===== config.mk =====
export PLATFORM = sky130hd
export DESIGN_NAME = conv_tile_scheduler
export DESIGN_NICKNAME = d
export VERILOG_FILES = /design/src/rtl/conv_pkg.sv /design/src/rtl/tile_counter.sv /design/src/rtl/conv_tile_scheduler.sv
export SDC_FILE = /design/constraint.sdc
export NUM_CORES = 1
export LEC_CHECK = 0
export BUFFER_PORTS_ARGS = -buffer_cell sky130_fd_sc_hd__buf_2
export CORE_MARGIN = 2
export CORE_UTILIZATION = 35
export CTS_CLUSTER_SIZE = 14
export DETAILED_ROUTE_END_ITERATION = 7
export PLACE_DENSITY_LB_ADDON = 0.08
export SYNTH_ARGS = -nofsm -noshare
export SYNTH_HDL_FRONTEND = slang
export SYNTH_SLANG_ARGS = --single-unit

===== constraint.sdc =====
create_clock -name clock -period 4.4 [get_ports clock]
set_clock_uncertainty 0.1 [all_clocks]
set_input_delay 0.22 -clock clock [delete_from_list [all_inputs] [get_ports clock]]
set_output_delay 0.22 -clock clock [all_outputs]
set_load 0.1 [all_outputs]

===== src/rtl/conv_pkg.sv =====
// Shared definitions for the convolution tile scheduler: FSM states and the
// constant functions that derive output-map and tile geometry.
package conv_pkg;

  typedef enum logic [2:0] {
    ST_IDLE,
    ST_ISSUE,
    ST_WAIT,
    ST_WRITE,
    ST_DONE
  } state_t;

  // Integer square root, rounded down; tiles-per-side from the tile count.
  function automatic int isqrt(input int n);
    int r;
    r = 0;
    while ((r + 1) * (r + 1) <= n) r++;
    return r;
  endfunction

  function automatic int ceil_div(input int a, input int b);
    return (a + b - 1) / b;
  endfunction

  // Bit width that never collapses to zero for degenerate sizes.
  function automatic int clog2_min1(input int n);
    return (n > 1) ? $clog2(n) : 1;
  endfunction

  // Geometry of the default configuration (512x512 image, 3x3 kernel, 64 tiles).
  localparam int OUT  = 512 - 3 + 1;
  localparam int TPS  = isqrt(64);
  localparam int TILE = ceil_div(OUT, TPS);
  localparam int CW   = clog2_min1(512);
  localparam int TW   = clog2_min1(64);

endpackage


===== src/rtl/tile_counter.sv =====
// Nested tile/pixel counters: walks tiles in raster order and pixels inside
// each tile in raster order, clipping the last tile row/column to the map edge.
module tile_counter
  import conv_pkg::*;
#(
  parameter int OUT  = 6,
  parameter int TILE = 3,
  parameter int TPS  = 2,
  parameter int CW   = 3,
  parameter int TW   = 2
) (
  input  logic          clock,
  input  logic          nreset,
  input  logic          clear,
  input  logic          advance,
  output logic [CW-1:0] row,
  output logic [CW-1:0] col,
  output logic [TW-1:0] tile_idx,
  output logic          last
);

  localparam int TRW = clog2_min1(TPS);

  logic [CW-1:0]  row_base, col_base;
  logic [TRW-1:0] tr, tc;
  int             row_end, col_end;
  logic           col_at_end, row_at_end, tc_last, tr_last;

  // Clipped tile bounds and end-of-tile / end-of-map flags.
  always_comb begin
    // NOTE: every signal written here gets a value on every path, so no latch is inferred.
    row_end    = ((int'(row_base) + TILE < OUT) ? int'(row_base) + TILE : OUT) - 1;
    col_end    = ((int'(col_base) + TILE < OUT) ? int'(col_base) + TILE : OUT) - 1;
    col_at_end = (int'(col) == col_end);
    row_at_end = (int'(row) == row_end);
    tc_last    = (int'(tc) == TPS - 1) || (int'(col_base) + TILE >= OUT);
    tr_last    = (int'(tr) == TPS - 1) || (int'(row_base) + TILE >= OUT);
    last       = col_at_end && row_at_end && tc_last && tr_last;
  end

  assign tile_idx = TW'(int'(tr) * TPS + int'(tc));

  // Step to the next pixel; roll over to the next tile column, then tile row.
  always_ff @(posedge clock or posedge nreset) begin
    // NOTE: state registers use non-blocking assignments so every flop samples pre-edge values.
    if (nreset) begin
      row <= '0; col <= '0; row_base <= '0; col_base <= '0; tr <= '0; tc <= '0;
    end else if (clear) begin
      row <= '0; col <= '0; row_base <= '0; col_base <= '0; tr <= '0; tc <= '0;
    end else if (advance) begin
      if (!col_at_end) begin
        col <= col + CW'(1);
      end else if (!row_at_end) begin
        row <= row + CW'(1);
        col <= col_base;
      end else if (!tc_last) begin
        tc       <= tc + TRW'(1);
        col_base <= col_base + CW'(TILE);
        col      <= col_base + CW'(TILE);
        row      <= row_base;
      end else if (!tr_last) begin
        tr       <= tr + TRW'(1);
        tc       <= '0;
        row_base <= row_base + CW'(TILE);
        row      <= row_base + CW'(TILE);
        col_base <= '0;
        col      <= '0;
      end else begin
        row <= '0; col <= '0; row_base <= '0; col_base <= '0; tr <= '0; tc <= '0;
      end
    end
  end

endmodule


===== src/rtl/conv_tile_scheduler.sv =====
// Sequences one convolution window per output pixel, tile by tile, and
// forwards each engine result with its coordinate to the result store.
module conv_tile_scheduler
  import conv_pkg::*;
#(
  parameter int SIZE         = 512,
  parameter int SIZEKer      = 3,
  parameter int WIDTH_BIT    = 8,
  parameter int TOTSUBIMAGEM = 64
) (
  input  logic                               clock,
  input  logic                               nreset,
  input  logic                               start,
  input  logic                               abort,
  output logic                               busy,
  output logic                               done,
  output logic [$clog2(TOTSUBIMAGEM)-1:0]    tile_idx,
  output logic                               eng_start,
  input  logic                               eng_ready,
  output logic [$clog2(SIZE)-1:0]            eng_row,
  output logic [$clog2(SIZE)-1:0]            eng_col,
  input  logic                               eng_valid,
  input  logic signed [WIDTH_BIT-1:0]        eng_result,
  output logic                               wr_en,
  output logic [$clog2(SIZE)-1:0]            wr_row,
  output logic [$clog2(SIZE)-1:0]            wr_col,
  output logic signed [WIDTH_BIT-1:0]        wr_data
);

  localparam int OUT_S  = SIZE - SIZEKer + 1;
  localparam int TPS_S  = isqrt(TOTSUBIMAGEM);
  localparam int TILE_S = ceil_div(OUT_S, TPS_S);
  localparam int CW_S   = $clog2(SIZE);
  localparam int TW_S   = $clog2(TOTSUBIMAGEM);

  state_t state, state_nx;
  logic   clear, advance, last;

  tile_counter #(
    .OUT (OUT_S),
    .TILE(TILE_S),
    .TPS (TPS_S),
    .CW  (CW_S),
    .TW  (TW_S)
  ) u_tile_counter (
    .clock   (clock),
    .nreset  (nreset),
    .clear   (clear),
    .advance (advance),
    .row     (eng_row),
    .col     (eng_col),
    .tile_idx(tile_idx),
    .last    (last)
  );

  // State register.
  always_ff @(posedge clock or posedge nreset) begin
    if (nreset) state <= ST_IDLE;
    else        state <= state_nx;
  end

  // Next state and counter control; abort wins over start and eng_valid.
  always_comb begin
    state_nx = state;
    clear    = 1'b0;
    advance  = 1'b0;
    case (state)
      ST_IDLE, ST_DONE: begin
        if (abort) begin
          state_nx = ST_IDLE;
        end else if (start) begin
          state_nx = ST_ISSUE;
          clear    = 1'b1;
        end
      end
      ST_ISSUE: begin
        if (abort)          state_nx = ST_IDLE;
        else if (eng_ready) state_nx = ST_WAIT;
      end
      ST_WAIT: begin
        if (abort)          state_nx = ST_IDLE;
        else if (eng_valid) state_nx = ST_WRITE;
      end
      ST_WRITE: begin
        if (abort) begin
          state_nx = ST_IDLE;
        end else begin
          advance  = 1'b1;
          state_nx = last ? ST_DONE : ST_ISSUE;
        end
      end
      default: state_nx = ST_IDLE;
    endcase
  end

  // Capture the engine result with the coordinate it belongs to.
  always_ff @(posedge clock or posedge nreset) begin
    if (nreset) begin
      wr_row  <= '0;
      wr_col  <= '0;
      wr_data <= '0;
    end else if (state == ST_WAIT && eng_valid && !abort) begin
      wr_row  <= eng_row;
      wr_col  <= eng_col;
      wr_data <= eng_result;
    end
  end

  assign busy      = (state == ST_ISSUE) || (state == ST_WAIT) || (state == ST_WRITE);
  assign done      = (state == ST_DONE);
  assign eng_start = (state == ST_ISSUE);
  assign wr_en     = (state == ST_WRITE);

endmodule

==> Yosys cells after proc, flatten, opt, wreduce, memory -nomap -nowiden <==
Cells that the tools add are included.
{ "word_totals": {"ff_bits": 71, "elab_cells": 101, "input_bits": 14} }
{ "classes": {"n_eq_ne": 11, "add_sub_neg": 11, "muxes": 45, "reduce_logical": 20, "n_lt_le_gt_ge": 4} }
{ "ops": {"columns": ["op", "n"], "rows": [
  ["2-to-1 mux 9 bit", 18],
  ["== test 10 x 32 -> 1 bit", 2],
  ["greater-or-equal comparator 32 x 10 -> 1 bit (second input constant)", 2],
  ["2-to-1 mux 32 bit", 2],
  ["subtractor 32 x 2 -> 32 bit (second input constant)", 2],
  ["2-to-1 mux 3 bit", 19],
  ["< comparator 32 x 10 -> 1 bit (second input constant)", 1],
  ["adder 9 x 7 -> 10 bit (second input constant)", 2],
  ["adder 9 x 1 -> 9 bit (second input constant)", 2],
  ["adder 9 x 7 -> 9 bit (second input constant)", 2],
  ["case mux 3 bit (4 select lines)", 1],
  ["< comparator 10 x 9 -> 1 bit (second input constant)", 1],
  ["== test 3 x 1 -> 1 bit (second input constant)", 3],
  ["nonzero test 2 bit", 4],
  ["adder 3 x 1 -> 3 bit (second input constant)", 2],
  ["adder 6 x 3 -> 6 bit", 1],
  ["== test 3 x 2 -> 1 bit (second input constant)", 2],
  ["inequality test 3 bit (second input constant)", 2],
  ["AND reduction 3 bit", 2],
  ["logical AND 1 bit", 5],
  ["2-to-1 mux 1 bit", 5],
  ["logical OR 1 bit", 4],
  ["AND reduction 4 bit", 1],
  ["== test 3 bit (second input constant)", 1],
  ["5 further kinds", 5]
]} }

==> Depth between registers and ports, before layout <==
{ "logic_depth": {"ltp_word": 11, "mapped_depth": 20, "mapped_depth_nobuf": 18} }

==> Cells and area by module <==
A second synthesis with hierarchy kept.
{ "unflattened": {"cells_unflattened": 507, "hier_area_um2": 4815.9} }
{ "modules_own_cells": {"columns": ["module", "instances", "area_each_um2", "cells_each", "seq_area_each_um2"], "rows": [
  ["tile_counter", 1, 3523.4, 423, 1051.0],
  ["conv_tile_scheduler", 1, 1292.5, 84, 725.7]
]} }

==> Worst setup path before layout <==
Ideal clock, no wire load.
{ "synth_timing": {"path_kind": "register to register", "startpoint": "register u_tile_counter.row_base[7]", "endpoint": "register u_tile_counter.tc[1]", "required_time_ns": 4.222, "path_buffers": 1, "slack_ns": -0.198, "stages_incl_launch_ff": 16, "setup_ns": 0.078, "period_less_slack_ns": 4.598, "t_arrival_ns": 4.420, "cell_sequence": "dfrtp_1 ha_1 xnor2_1 o31ai_1 inv_1 nand2_1 ha_1 xor2_1 or4b_2 a31o_2 a222oi_1 nand4_1 or4_4 buf_6 or2_1 a21oi_1"} }
{ "synth_between": {"elab_chain_len": 7} }
{ "synth_rtl": {"columns": ["element", "line", "text"], "rows": [
  ["from (decl)", "tile_counter.sv:24", "logic [CW-1:0] row_base, col_base;"],
  ["from (signal assigned)", "tile_counter.sv:64", "row_base <= row_base + CW'(TILE);"],
  ["adder 9 x 7 -> 10 bit *", "tile_counter.sv:32", "row_end = ((int'(row_base) + TILE < OUT) ? int'(row_base) + TILE : OUT) - 1;"],
  ["< comparator 10 x 9 -> 1 bit", "tile_counter.sv:32", null],
  ["2-to-1 mux 32 bit *", "tile_counter.sv:32", null],
  ["subtractor 32 x 2 -> 32 bit *", "tile_counter.sv:32", null],
  ["== test 10 x 32 -> 1 bit *", "tile_counter.sv:35", "row_at_end = (int'(row) == row_end);"],
  ["nonzero test 2 bit (no source line) *", null, null],
  ["AND reduction 3 bit (no source line) *", null, null],
  ["to (signal assigned)", "tile_counter.sv:57", "tc <= tc + TRW'(1);"],
  ["to (decl)", "tile_counter.sv:25", "logic [TRW-1:0] tr, tc;"]
]} }
Every way passes the cells marked *; elsewhere a longest branch is shown, timed or not.
A chain may end at the register's enable or synchronous reset.

==> Final worst setup path <==
{ "layout_timing": {"startpoint": "register u_tile_counter.col_base[6]", "endpoint": "register u_tile_counter.tc[0]"} }
{ "layout_between": {"elab_chain_len": 8} }
{ "layout_rtl": {"columns": ["element", "line", "text"], "rows": [
  ["from (decl)", "tile_counter.sv:24", null],
  ["from (signal assigned)", "tile_counter.sv:58", "col_base <= col_base + CW'(TILE);"],
  ["adder 9 x 7 -> 10 bit *", "tile_counter.sv:33, tile_counter.sv:36", null],
  ["parallel branches: the longest is 7 deep, another holds < comparator 32 x 10 -> 1 bit", null, null]
]} }
Mark *: on every way between the ends. The select of a mux whose other input is x is not followed.

==> implementation parameters <==
Parameter                              Value

Status
  Run status ... complete, but fails checks
  Violations in the final reports ... negative hold slack

Worst setup path
  Largest incremental delay on the critical path ... 610 ps
  Kind of end point of the critical path ... register
  Required arrival time at the worst endpoint ... 4570 ps
  Cell-by-cell trace of the critical path ... ha_2 -> xor2_2 -> nand3_2 -> nand3_2 -> ha_4 -> nor3b_4 -> and2_4 -> nand4_1 -> ha_1 -> xor2_1 -> nor4b_1 -> o21ai_1 -> a2111oi_4 -> nand3_2 -> or4_4 -> or3_4 -> a21oi_2
  Cell with the biggest individual delay on the critical path ... or4_4
  Worst setup path end ... u_tile_counter.tc[0]
  Reg2reg start ... u_tile_counter.col_base[6]
  Kind of launch point of the worst setup path ... register
  Worst R2R Path Depth ... 17
  Critical path data arrival time ... 4480 ps
  End of the worst register-to-register path ... u_tile_counter.tc[0]
  Startpoint-to-endpoint class of the critical path ... reg2reg
  Cell mode on critical path ... nand3_2
  Peak fanout along the critical path ... 5
  Launch point of the critical path ... u_tile_counter.col_base[6]
  R2R setup slack ... 100 ps

Route
  Average wire per cell in the routed design ... 16.4 um
  Via count ... 4,128
  Total length of routed wires ... 12,600 um
  DRC violations left ... 0
  Initial drt markers ... 232
  Post-route antenna net violation count ... 0
  Routed vias/inst ... 5.37
  First-pass iteration count of the detailed router ... 5

Floorplan
  Initial core utilization ... 35.7%
  Placement Rows ... 41
  Die width ... 117 um
  Die outline area ... 13,700 um^2
  Vertical die dimension ... 117 um
  Io pins ... 68
  Floorplan Core Area ... 12,500 um^2

GRT
  Largest net degree at the start of global routing ... 46
  Total overflow reported by the global router ... 0
  Wire length of the first global-routing pass ... 19,500 um
  Total Routing Usage GR ... 18.7%
  Routing layer with the top usage in global route ... met2
  Vias in the first global route ... 3,718
  Met3 track utilization from global routing ... 3.40%
  Met1 Use GR ... 26.5%
  M2 GR Usage ... 27.6%
  Initial antenna violation count ... 0

Clock network
  Clock latency of the later-clocked register in the worst-skew pair ... 340 ps
  Number of H-tree levels ... 3
  Number of buffers added by the clock tree synthesis step ... 9
  TritonCTS clock tree ... built
  Clock buffer depth ... 2
  Clk Tree Root Cell ... clkbuf_16
  Clock slew at the register clock pins of the worst setup and hold paths ... 60 ps
  # clock sinks ... 71

Finish
  Ant. Diodes ... 0
  Final cell utilization of the core ... 46.0%
  Final instance count without filler cells ... 769
  Filler cell count ... 1,245
  Area added between synthesis and finish ... 28.7%
  Final-stage net count ... 622
  Most frequent cells in the layout ... dfrtp_1, buf_2, nor2_1
  Final instance area ... 5750 um^2
  Total area of multi-input combinational cells ... 2680 um^2
  Share of cells above drive strength 1 ... 32.5%
  Most frequent standard cell in the layout excluding fill and tap cells ... dfrtp_1
  Sequential standard cell area ... 1780 um^2

Place
  Final weighted congestion in routability-driven placement ... 0.905
  Area after DPL ... 5210 um^2
  Number of cells after detailed placement ... 738
  Post-detail-place hpwl ... 8950 um
  Count of input and output buffers ... 67

Power and ir drop
  Areal power density over the cells ... 304 nW/um^2
  Leakage power of the design ... 2.76 nW
  Worst vdd ir ... 149 uV

STA
  Worst-Margin Slew ... 975 ps
  Final hold violation count ... 4
  Worst Hold Margin ... -10.9 ps
  Final period util ... 97.8%
  Highest attainable clock frequency ... 0.232 GHz
  Final period demand of the worst path ... 4300 ps
  Max-slew violations ... 0
  Worst slew margin relative to its limit ... 35.0%
  Setup repair after global routing missed its margin ... true
  Summed negative setup slack over all endpoints ... 0 ps
  Final setup violation count ... 0

Synthesis
  Flip-flop and latch count after synthesis ... 71
  Async set-reset flop share out of synthesis ... 100%
  EDFF count, synth ... 0
  Post-synth cell types ... 69
  Fraction of the yosys area taken by sequential cells ... 39.8%
  Warnings from Yosys ... 0
  Gate count after technology mapping ... 487
  Average size of a mapped cell ... 9.17 um^2
  Synth Flop Type ... dfrtp_1
  Syn Std Cell Area ... 4470 um^2

Job
  Max Cap Violations ... 0

Worst hold path
  Worst min path class ... in2async
[per-layer routing]
| metal | up-vias | part of all wire, % |
|---|---|---|
| met2 | 137 | 45 |
| met1 | 1985 | 47 |
| met5 | - | 0 |
| li1 | 1988 | - |
| met4 | 0 | 1.9 |
| met3 | 18 | 5.9 |
[where the power goes]
group / internal (mW) / switching [mW]
logic: 0.0534 / 0.268
clock network: 0.451 / 0.283
registers: 0.680 / 0.0140
total: 1.18 / 0.565
[area by class of cell]
| class | instances | share of cell area [%] |
|---|---|---|
| multi-input cells | 383 | 46.6 |
| flip-flops and latches | 71 | 30.9 |
| repair buffers | 116 | 12.8 |
| clock buffers | 10 | 4.15 |
| well taps | 172 | 3.74 |
| clock inverters | 5 | 1.02 |
| inverters | 12 | 0.783 |
[stage by stage]
step / power, mW / setup slack, ps
after floorplan: 0.972 / 14.6
after global placement: 1.03 / 136
after detailed placement: 1.03 / 63.3
after CTS: 1.78 / 41.7
after global routing: 1.82 / -184
final: 1.75 / 95.9
[cells in the mapped netlist, types with 2 or more instances]
master / number / share of area [%]
dfrtp_1: 71 / 40
nor2_1: 48 / 4.0
nand2_1: 41 / 3.4
o21ai_0: 30 / 3.4
mux2_2: 27 / 6.8
a21oi_1: 22 / 2.5
nand3_1: 22 / 2.5
clkbuf_1: 16 / 1.3
ha_1: 15 / 4.2
xnor2_1: 15 / 2.9
nor3_1: 13 / 1.5
inv_1: 12 / 1.0
and2_1: 11 / 1.5
and3_1: 11 / 1.5
xor2_1: 10 / 2.0
nand4_1: 9 / 1.3
nor2b_1: 7 / 0.98
a21o_1: 5 / 0.84
mux2i_1: 5 / 1.1
nor3b_1: 5 / 0.84
a211oi_1: 4 / 0.67
a31oi_1: 4 / 0.56
buf_2: 4 / 0.45
o21a_1: 4 / 0.67
o31ai_1: 4 / 0.67
or3_1: 4 / 0.56
a221o_1: 3 / 0.67
a31o_2: 3 / 0.59
and3b_1: 3 / 0.59
nand2b_1: 3 / 0.42
nand3b_1: 3 / 0.50
nand4b_1: 3 / 0.59
nor4_1: 3 / 0.42
o22ai_1: 3 / 0.42
or2_2: 3 / 0.42
a21bo_2: 2 / 0.45
a311oi_1: 2 / 0.39
nor4b_1: 2 / 0.39
o211ai_1: 2 / 0.34
o41ai_1: 2 / 0.39
or4_4: 2 / 0.50
or4b_2: 2 / 0.45
[critical path, delay by kind of cell (launching register included)]
kind | cells | cell delay (ps)
xor gates and xnor gates | 2 | 330
and+or+nand+nor | 9 | 2100
AOI/OAI and AO/OA | 3 | 620
adders and majority gates | 3 | 660
DFF | 1 | 420
[cell families (layout without fill, tap and decap cells)]
kind of cell	count (synthesis)	in the layout	synth area share (%)
buffers and inverters	35	143	3.30
and+or+nand+nor	201	202	23.6
AOI/OAI and AO/OA	106	106	15.8
muxes	32	32	7.92
other	1	2	0.0839
adders and majority gates	15	15	4.20
DFF	71	71	39.8
xor gates and xnor gates	26	26	5.40
[flip-flops by register name, indices dropped and copies added, names as in the netlist]
name                     flops
state                        3
u_tile_counter.tc            3
u_tile_counter.col           9
wr_row                       9
wr_data                      8
u_tile_counter.tr            3
wr_col                       9
u_tile_counter.row           9
u_tile_counter.row_base      9
u_tile_counter.col_base      9
[timing repair]
item,4_1_cts,5_1_grt
endpoints found under the setup margin,0,43
hold buffers,2,0
resized for setup,0,28
endpoints found under the hold margin,2,0
setup buffers,0,12
[worst min-delay path by stage]
stage                     depth (start not counted)  slack [ps]     startpoint         end
after floorplan                                   1         230          start    state[2]
after global placement                            2         350  eng_result[6]  wr_data[6]
after detailed placement                          2         360  eng_result[3]  wr_data[3]
after CTS                                         2         0.5  eng_result[4]  wr_data[4]
after global routing                              2          10  eng_result[0]  wr_data[0]
final                                             2         -10         nreset   wr_col[7]
No activity file was read; power rests on OpenSTA's default activity.
